[src/rtl/systolic_feed_ctrl_pkg.sv]
// Shared types and elaboration-time helpers for the systolic west-edge feeder.
package systolic_pkg;

  typedef enum logic [1:0] {
    IDLE  = 2'd0,
    FEED  = 2'd1,
    DRAIN = 2'd2,
    DONE  = 2'd3
  } feed_state_t;

  // Number of skewed feed steps needed to push a W x L operand into the array.
  function automatic int nstep(input int rows, input int cols);
    return rows + cols - 1;
  endfunction

  // Width of a counter able to hold 0..n, never narrower than one bit.
  function automatic int cnt_w(input int n);
    return (n < 1) ? 1 : (($clog2(n + 1) < 1) ? 1 : $clog2(n + 1));
  endfunction

endpackage

[src/rtl/systolic_feed_ctrl_if.sv]
// Handshake and operand/result bus between controller, ROM side and PE array.
// SYSTOLIC_FEED_PERF_EN adds the perf_cycles/perf_stalls observation counters.
interface systolic_feed_ctrl_if #(
  parameter int DATA_WIDTH = 8,
  parameter int ARRAY_W    = 5,
  parameter int ARRAY_L    = 2
);
  logic                                            start;
  logic                                            hold;
  logic [0:ARRAY_W-1][0:ARRAY_L-1][DATA_WIDTH-1:0] data_rom;
  logic [0:ARRAY_W-1][DATA_WIDTH-1:0]              out_data;
  logic [0:ARRAY_W-1]                              out_valid;
  logic                                            busy;
  logic                                            done;
`ifdef SYSTOLIC_FEED_PERF_EN
  logic [31:0]                                     perf_cycles;
  logic [15:0]                                     perf_stalls;

  modport master (
    output start, hold, data_rom,
    input  out_data, out_valid, busy, done, perf_cycles, perf_stalls
  );
  modport slave (
    input  start, hold, data_rom,
    output out_data, out_valid, busy, done, perf_cycles, perf_stalls
  );
`else
  modport master (
    output start, hold, data_rom,
    input  out_data, out_valid, busy, done
  );
  modport slave (
    input  start, hold, data_rom,
    output out_data, out_valid, busy, done
  );
`endif
endinterface

[src/rtl/systolic_feed_ctrl_skew_row.sv]
// One west-edge row: emits row ROW's elements on steps ROW..ROW+ARRAY_L-1,
// giving the diagonal skew without a per-row delay line.
module systolic_skew_row
  import systolic_pkg::*;
#(
  parameter int DATA_WIDTH = 8,
  parameter int ARRAY_L    = 2,
  parameter int ROW        = 0,
  parameter int STEP_W     = 3
) (
  input  logic                                clk,
  input  logic                                reset_n,
  input  logic                                active,
  input  logic                                hold,
  input  logic [STEP_W-1:0]                   step,
  input  logic [0:ARRAY_L-1][DATA_WIDTH-1:0]  row_data,
  output logic [DATA_WIDTH-1:0]               out_data,
  output logic                                out_valid
);

  logic                  hit;
  logic [DATA_WIDTH-1:0] elem;
  logic [DATA_WIDTH-1:0] data_p1;
  logic                  vld_p1;

  always_comb begin
    hit  = 1'b0;
    elem = '0;
    for (int j = 0; j < ARRAY_L; j++) begin
      if (step == STEP_W'(ROW + j)) begin
        hit  = 1'b1;
        elem = row_data[j];
      end
    end
  end

  // Stage p1: registered element into the array. A held step keeps the
  // previous element on the wire but drops valid, so it is re-issued later.
  always_ff @(posedge clk or negedge reset_n) begin
    if (!reset_n) begin
      data_p1 <= '0;
      vld_p1  <= 1'b0;
    end else if (!active) begin
      data_p1 <= '0;
      vld_p1  <= 1'b0;
    end else if (hold) begin
      vld_p1  <= 1'b0;
    end else begin
      data_p1 <= hit ? elem : '0;
      vld_p1  <= hit;
    end
  end

  assign out_data  = data_p1;
  assign out_valid = vld_p1;

endmodule

[src/rtl/systolic_feed_ctrl.sv]
// Feeds a captured ARRAY_W x ARRAY_L operand into the systolic array west edge
// with diagonal skew, then drains and pulses done. Option: SYSTOLIC_FEED_PERF_EN.
module systolic_feed_ctrl
  import systolic_pkg::*;
#(
  parameter int DATA_WIDTH   = 8,
  parameter int ARRAY_W      = 5,
  parameter int ARRAY_L      = 2,
  parameter int DRAIN_CYCLES = 5
) (
  input  logic                clk,
  input  logic                reset_n,
  systolic_feed_ctrl_if.slave bus
);

  localparam int NSTEP = nstep(ARRAY_W, ARRAY_L);
  localparam int SW    = cnt_w(NSTEP);
  localparam int DCW   = cnt_w(DRAIN_CYCLES);
  localparam logic [SW-1:0]  LAST_STEP  = SW'(NSTEP - 1);
  localparam logic [DCW-1:0] LAST_DRAIN = DCW'((DRAIN_CYCLES > 0) ? DRAIN_CYCLES - 1 : 0);

  feed_state_t state, state_d;
  logic [SW-1:0]  step, step_d;
  logic [DCW-1:0] drain, drain_d;
  logic           busy_q, busy_d;
  logic           done_q, done_d;
  logic           cap;
  logic           feeding;

  logic [0:ARRAY_W-1][0:ARRAY_L-1][DATA_WIDTH-1:0] mat;
  logic [0:ARRAY_W-1][DATA_WIDTH-1:0]              row_data;
  logic [0:ARRAY_W-1]                              row_vld;

  always_ff @(posedge clk or negedge reset_n) begin
    if (!reset_n) begin
      state  <= IDLE;
      step   <= '0;
      drain  <= '0;
      busy_q <= 1'b0;
      done_q <= 1'b0;
    end else begin
      state  <= state_d;
      step   <= step_d;
      drain  <= drain_d;
      busy_q <= busy_d;
      done_q <= done_d;
    end
  end

  // DONE lasts two edges: the first raises done, the second returns to IDLE,
  // so start cannot be accepted while done is still visible.
  always_comb begin
    state_d = state;
    step_d  = step;
    drain_d = drain;
    busy_d  = busy_q;
    done_d  = 1'b0;
    cap     = 1'b0;
    case (state)
      IDLE: begin
        if (bus.start) begin
          cap     = 1'b1;
          step_d  = '0;
          drain_d = '0;
          busy_d  = 1'b1;
          state_d = FEED;
        end
      end
      FEED: begin
        if (!bus.hold) begin
          if (step == LAST_STEP) begin
            step_d  = '0;
            drain_d = '0;
            state_d = (DRAIN_CYCLES == 0) ? DONE : DRAIN;
          end else begin
            step_d = step + 1'b1;
          end
        end
      end
      DRAIN: begin
        if (!bus.hold) begin
          if (drain == LAST_DRAIN) begin
            drain_d = '0;
            state_d = DONE;
          end else begin
            drain_d = drain + 1'b1;
          end
        end
      end
      DONE: begin
        if (done_q) begin
          busy_d  = 1'b0;
          state_d = IDLE;
        end else begin
          done_d  = 1'b1;
        end
      end
      default: state_d = IDLE;
    endcase
  end

  // Stage p0: operand snapshot, so ROM changes mid-run cannot leak in.
  always_ff @(posedge clk or negedge reset_n) begin
    if (!reset_n) begin
      mat <= '0;
    end else if (cap) begin
      mat <= bus.data_rom;
    end
  end

  assign feeding = (state == FEED);

  for (genvar i = 0; i < ARRAY_W; i++) begin : g_row
    systolic_skew_row #(
      .DATA_WIDTH (DATA_WIDTH),
      .ARRAY_L    (ARRAY_L),
      .ROW        (i),
      .STEP_W     (SW)
    ) u_row (
      .clk       (clk),
      .reset_n   (reset_n),
      .active    (feeding),
      .hold      (bus.hold),
      .step      (step),
      .row_data  (mat[i]),
      .out_data  (row_data[i]),
      .out_valid (row_vld[i])
    );
  end

  assign bus.out_data  = row_data;
  assign bus.out_valid = row_vld;
  assign bus.busy      = busy_q;
  assign bus.done      = done_q;

`ifdef SYSTOLIC_FEED_PERF_EN
  logic [31:0] perf_cyc_q;
  logic [15:0] perf_stl_q;

  function automatic logic [31:0] sat_inc32(input logic [31:0] v);
    return (&v) ? v : v + 32'd1;
  endfunction

  function automatic logic [15:0] sat_inc16(input logic [15:0] v);
    return (&v) ? v : v + 16'd1;
  endfunction

  // Counts the edges of a run from the first feed edge to the done edge.
  always_ff @(posedge clk or negedge reset_n) begin
    if (!reset_n) begin
      perf_cyc_q <= '0;
      perf_stl_q <= '0;
    end else if (cap) begin
      perf_cyc_q <= '0;
      perf_stl_q <= '0;
    end else if (state == FEED || state == DRAIN) begin
      perf_cyc_q <= sat_inc32(perf_cyc_q);
      if (bus.hold) begin
        perf_stl_q <= sat_inc16(perf_stl_q);
      end
    end else if (state == DONE && !done_q) begin
      perf_cyc_q <= sat_inc32(perf_cyc_q);
    end
  end

  assign bus.perf_cycles = perf_cyc_q;
  assign bus.perf_stalls = perf_stl_q;
`endif

endmodule

[src/flat_wrapper.sv]
// flat-port wrapper written by rule: the top's interface ports become plain ports
module systolic_feed_ctrl_flat import systolic_pkg::*;
#(
  parameter int DATA_WIDTH   = 8,
  parameter int ARRAY_W      = 5,
  parameter int ARRAY_L      = 2,
  parameter int DRAIN_CYCLES = 5
)
  (clk, reset_n, bus_start, bus_hold, bus_data_rom, bus_out_data, bus_out_valid, bus_busy, bus_done);
  systolic_feed_ctrl_if #(.DATA_WIDTH(DATA_WIDTH), .ARRAY_W(ARRAY_W), .ARRAY_L(ARRAY_L)) bus_i ();
  input  logic clk;
  input  logic reset_n;
  input wire logic [$bits(bus_i.start)-1:0] bus_start;
  input wire logic [$bits(bus_i.hold)-1:0] bus_hold;
  input wire logic [$bits(bus_i.data_rom)-1:0] bus_data_rom;
  output wire logic [$bits(bus_i.out_data)-1:0] bus_out_data;
  output wire logic [$bits(bus_i.out_valid)-1:0] bus_out_valid;
  output wire logic [$bits(bus_i.busy)-1:0] bus_busy;
  output wire logic [$bits(bus_i.done)-1:0] bus_done;
  assign bus_i.start = bus_start;
  assign bus_i.hold = bus_hold;
  assign bus_i.data_rom = bus_data_rom;
  assign bus_out_data = bus_i.out_data;
  assign bus_out_valid = bus_i.out_valid;
  assign bus_busy = bus_i.busy;
  assign bus_done = bus_i.done;
  systolic_feed_ctrl #(.DATA_WIDTH(DATA_WIDTH), .ARRAY_W(ARRAY_W), .ARRAY_L(ARRAY_L), .DRAIN_CYCLES(DRAIN_CYCLES)) u_core (.clk(clk), .reset_n(reset_n), .bus(bus_i));
endmodule
[config.mk]
export PLATFORM = sky130hd
export DESIGN_NAME = systolic_feed_ctrl_flat
export DESIGN_NICKNAME = d
export VERILOG_FILES = /design/src/rtl/systolic_feed_ctrl_pkg.sv /design/src/rtl/systolic_feed_ctrl_if.sv /design/src/rtl/systolic_feed_ctrl_skew_row.sv /design/src/rtl/systolic_feed_ctrl.sv /design/src/flat_wrapper.sv
export SDC_FILE = /design/constraint.sdc
export NUM_CORES = 1
export LEC_CHECK = 0
export ABC_CLOCK_PERIOD_IN_PS = 3000
export CORE_MARGIN = 2
export CORE_UTILIZATION = 50
export DETAILED_ROUTE_END_ITERATION = 12
export GPL_TIMING_DRIVEN = 0
export PLACE_DENSITY_LB_ADDON = 0.12
export SLEW_MARGIN = 20
export SYNTH_ARGS = -nofsm -noshare
export SYNTH_HDL_FRONTEND = slang
export SYNTH_SLANG_ARGS = --single-unit
[constraint.sdc]
create_clock -name clk -period 3 [get_ports clk]
set_clock_uncertainty 0.05 [all_clocks]
set_input_delay 0.9 -clock clk [delete_from_list [all_inputs] [get_ports clk]]
set_output_delay 0.9 -clock clk [all_outputs]
set_load 0.02 [all_outputs]
* Yosys cells after proc, flatten, opt, wreduce, memory -nomap -nowiden
Index checks and enable logic that the tools add are counted.
Word-level totals: bits in registers 135, logic and storage cells 119, output and inout port bits 47, bits of input ports 84
Cells by class: muxes and demuxes 68, eq/ne operators 15, add/sub/neg operators 2, reductions and logical operators 9
Operators with widths (number):
- $mux 8 | 25
- $mux 1 | 26
- $mux 3 | 7
- $mux 2 | 6
- $eq 3x3->1 const B | 3
- $pmux 3 s3 | 1
- $pmux 2 s4 | 1
- $add 3x1->3 const B | 2
- $eq 3x2->1 const B | 2
- $ne 2x1->1 const B | 3
- $ne 2x2->1 const B | 3
- $pmux 3 s2 | 1
- $reduce_and 3->1 | 2
- $reduce_and 6->1 | 1
- $reduce_and 5->1 | 1
- $eq 2x2->1 const B | 2
- $reduce_bool 2->1 | 2
- $eq 3x1->1 const B | 1
- $logic_not 3->1 | 1
- $reduce_bool 3->1 | 1
- $eq 2x1->1 const B | 1
- $logic_not 2->1 | 1
- $pmux 1 s2 | 1

* Depth between registers and ports, before layout
depth after elaboration 6, gate-level depth with buffers 7, depth with buffers taken out 6

* Hierarchy
A second synthesis with hierarchy kept.
Second synthesis, totals: cells, all modules 414, area, all modules 6073.3 um^2
Modules (own cells, without submodules):
- systolic_feed_ctrl | times used 1, area each 3593.4 um^2, cells each 229
- systolic_skew_row at u_core.g_row[2].u_row ... | times used 2, area each 478.0 um^2, cells each 31
- systolic_skew_row at u_core.g_row[3].u_row | times used 1, area each 595.6 um^2, cells each 50
- systolic_skew_row at u_core.g_row[0].u_row | times used 1, area each 467.9 um^2, cells each 31
- systolic_skew_row at u_core.g_row[1].u_row | times used 1, area each 460.4 um^2, cells each 42

* Least setup slack after synthesis
No wires, ideal clock.
kind input -> register, from input port bus_hold, to register u_core.step[1], arrival 1.759 ns, library setup time 0.130 ns, setup slack 1.061 ns, stages 5, path buffers 1, cells stage by stage and2_1 clkbuf_1 or3_1 o21ai_1 o31ai_1
Between the ends: longest elaborated chain between the ends 2
RTL lines:
- from (decl) | line flat_wrapper.sv:14 | input wire logic [$bits(bus_i.hold)-1:0] bus_hold;
- $ne 2x2->1 (no line)
- $reduce_and 3->1 (no line)
- to (signal assigned) | line systolic_feed_ctrl.sv:43 | step <= step_d;
- to (decl) | line systolic_feed_ctrl.sv:23 | logic [SW-1:0] step, step_d;
No other way between the ends. A chain may end at the register's enable or synchronous reset.

* Worst setup path after layout
from register u_core.g_row[1].u_row.vld_p1, to output port bus_out_valid[3]
RTL lines:
- from (decl) | line systolic_feed_ctrl_skew_row.sv:24 | logic vld_p1;
- from (signal assigned) | line systolic_feed_ctrl_skew_row.sv:50 | vld_p1 <= hit;
- to (decl) | line flat_wrapper.sv:17 | output wire logic [$bits(bus_i.out_valid)-1:0] bus_out_valid;
No word-level cell between the ends.

==> out/metrics.yaml <==
floorplan:
  initial_core_util: 0.517
  die_y_um: 110
  row_count: 38
  pin_count: 131
  core_um2: 10900
  die_w_um: 110
  dieArea_um2: 12200
synthesis:
  synth_top_area_frac: 0.598
  synth_most_common_cell: "dfrtp_1"
  syn-instance-count: 444
  synth_area_per_cell_um2: 12.7
  synth_area_leaders: "dfrtp_1, mux2_2, mux2i_1, nand2_1, o21ai_0"
  synth_edf_count: 0
  ys_types: 36
  synth_fp_nets: 537
  ys_seq_area_frac: 0.598
  ys_warn_count: 0
  synth_common_cells: "dfrtp_1, mux2_2, nand2_1, o21ai_0, mux2i_1"
  ys_ff_latch: 135
  synth_top_cell_by_area: "dfrtp_1"
  synthArstFlopShare: 1.00
  ys.flop_type: "dfrtp_1"
  synth_area_um2: 5650
grt:
  overflow: 0
  track_usage: 0.230
  grt_first_pass_wirelength_um: 20800
  grt_pass1_vias: 4248
  antenna_found_initial: 0
  grt_max_degree: 79
clock_network:
  cts_hold_buf: 0
  cts_made_buffers: 17
  cts_tree: "built"
  cts_buffer_depth: 2
  cts_resized: 0
  clkSinkCount: 135
  cts-root-buf: "clkbuf_16"
  post_cts_buffers: 0
  cts_htree_levels: 4
  clk_latency_ns: 0.42
  clkTransAtPathRegs_ns: 0.06
sta:
  fin_crit_ns: 2.39
  slew_headroom: 0.540
  setup_viol: 0
  finalHoldViolCount: 0
  fmax_ghz: 0.418
  grt_setup_unrepaired: "no"
  finalCritPeriodShare: 0.798
  fin_setup_tns_ns: 0
  tightest_slew_ns: 0.689
  drv_slew: 0
routing:
  ant_nets: 0
  viasPerCell: 5.33
  via_count: 3980
  wl_um: 12700
  dr.pass1.iters: 4
  drtIter0Drc: 205
  wl_per_cell_um: 17.0
  drc: 0
setup_path:
  worst-path-buf-inv: 2
  crit_required_ns: 2.05
  cp_slowest_cell: "clkdlybuf4s50_1"
  rrSetupSlack_ns: 0.88
  critPathMaxStageDelay_ns: 0.59
  arrival_ns: 1.44
  crit_family: "buffers and inverters"
  crit_chain: "buf_4, clkdlybuf4s50_1"
  worstSetupStartpointType: "register"
  endpoint_kind: "output port"
  critPathKind: "register to output port"
  critical_path.max_fanout: 1
power:
  vdd_drop_max_mv: 0.478
  p_leak_nw: 3.38
  powerDensity_nw_per_um2: 882
cells_and_area:
  nets: 687
  fillers: 829
  instances_no_fill: 747
  final_area_um2: 7730
  area_delta_synth_final_pct: 36.8
  insertedDiodeCount: 0
  drive_gt1_frac: 0.221
place:
  dp_hpwl_um: 8930
  dpl-instance-area_um2: 7160
  place_congestion: 0.809
  dp_cells: 715
  portBuffers: 130
min_path:
  hp-class: "input pin to asynchronous set/reset pin"
job:
  maxCapViolCount: 0
outcome:
  status: "finished, final reports clean"
-- where the power goes --
part | switching (W) | leakage [nW] | internal, W
Sequential | 0.000347 | 1.70 | 0.00248
Clock | 0.000735 | 0.282 | 0.00124
Combinational | 0.000916 | 1.40 | 0.00110
-- state kept, by name, summed over array words and instances, names as in the netlist --
signal and cells:
u_core.g_row.u_row.out_valid 5, u_core.drain 3, u_core.state 2, u_core.mat 80, u_core.bus.busy 1, u_core.step 3
u_core.g_row.u_row.out_data 40, u_core.bus.done 1
-- metrics by stage --
stage | utilization | hold slack, ns | total power (W) | setup WS, ns
6_report | 0.707 | 0.406 | 0.00682 | 0.606
5_1_grt | 0.707 | 0.444 | 0.00724 | 0.441
4_1_cts | 0.707 | 0.424 | 0.00687 | 0.579
3_5_place_dp | 0.655 | 0.420 | 0.00488 | 0.212
3_3_place_gp | 0.652 | 0.412 | 0.00475 | -4.19
2_1_floorplan | - | 0.394 | 0.00420 | 1.06
-- layer usage --
metal | global-route usage | vias to the layer above | part of all wire | routed length (um)
met5 | 0 | - | 0 | 0
met4 | 0.0938 | 0 | 0.024 | 302
met3 | 0.0817 | 23 | 0.073 | 929
met2 | 0.370 | 111 | 0.49 | 6210
met1 | 0.283 | 1989 | 0.41 | 5260
li1 | - | 1857 | - | -
-- cell families after synthesis --
kind of cell    after synthesis  synth area share
flops                       135             0.598
buf+inv                      37            0.0321
simple gates                 87            0.0744
mux                          98             0.191
compound gates               78            0.0846
fa+ha+maj                     9            0.0199
-- layout by cell type, fill, tap and decap left out, drive strengths merged, types with 3 or more instances in the layout --
cell type / count
dfrtp: 135
clkdlybuf4s50: 129
mux2: 81
nand2: 42
o21ai: 39
clkbuf: 32
buf: 20
mux2i: 17
a22oi: 16
nor2: 15
inv: 11
a21oi: 9
ha: 9
a22o: 8
and3: 8
clkinv: 5
nand2b: 4
and2: 3
nor2b: 3
-- worst reg2reg max path, stage by stage, from the launching register on --
cell	delay (ns)
dfrtp_1	0.41
inv_1	0.11
ha_1	0.27
and2_1	0.16
clkbuf_1	0.24
clkbuf_1	0.57
nand2_1	0.13
o21ai_0	0.09
-- area by class of cell --
cell class,instances,area (um2),area share
buffer,26,140,0.0181
clock buffer,24,502,0.0649
clock inverter,8,70.1,0.00906
inverter,11,41.3,0.00534
multi-input combinational,272,2090,0.271
sequential,135,3380,0.437
tap,140,175,0.0227
timing repair buffer,131,1330,0.172
-- path summary, 6_finish.rpt --
path,startpoint,end,cells past startpoint
min in group clk,u_core.g_row[3].u_row.out_data[4],u_core.g_row[3].u_row.out_data[4],2
worst max register to register,u_core.state[1],u_core.g_row[3].u_row.out_data[6],7
worst max-delay path,u_core.g_row[1].u_row.out_valid,bus_out_valid[3],2
max in group asynchronous,reset_n,u_core.g_row[0].u_row.out_data[5],2
worst min register to register,u_core.g_row[3].u_row.out_data[4],u_core.g_row[3].u_row.out_data[4],2
worst min-delay path,reset_n,u_core.bus.busy,1
Power figures use the tool's default switching activity.
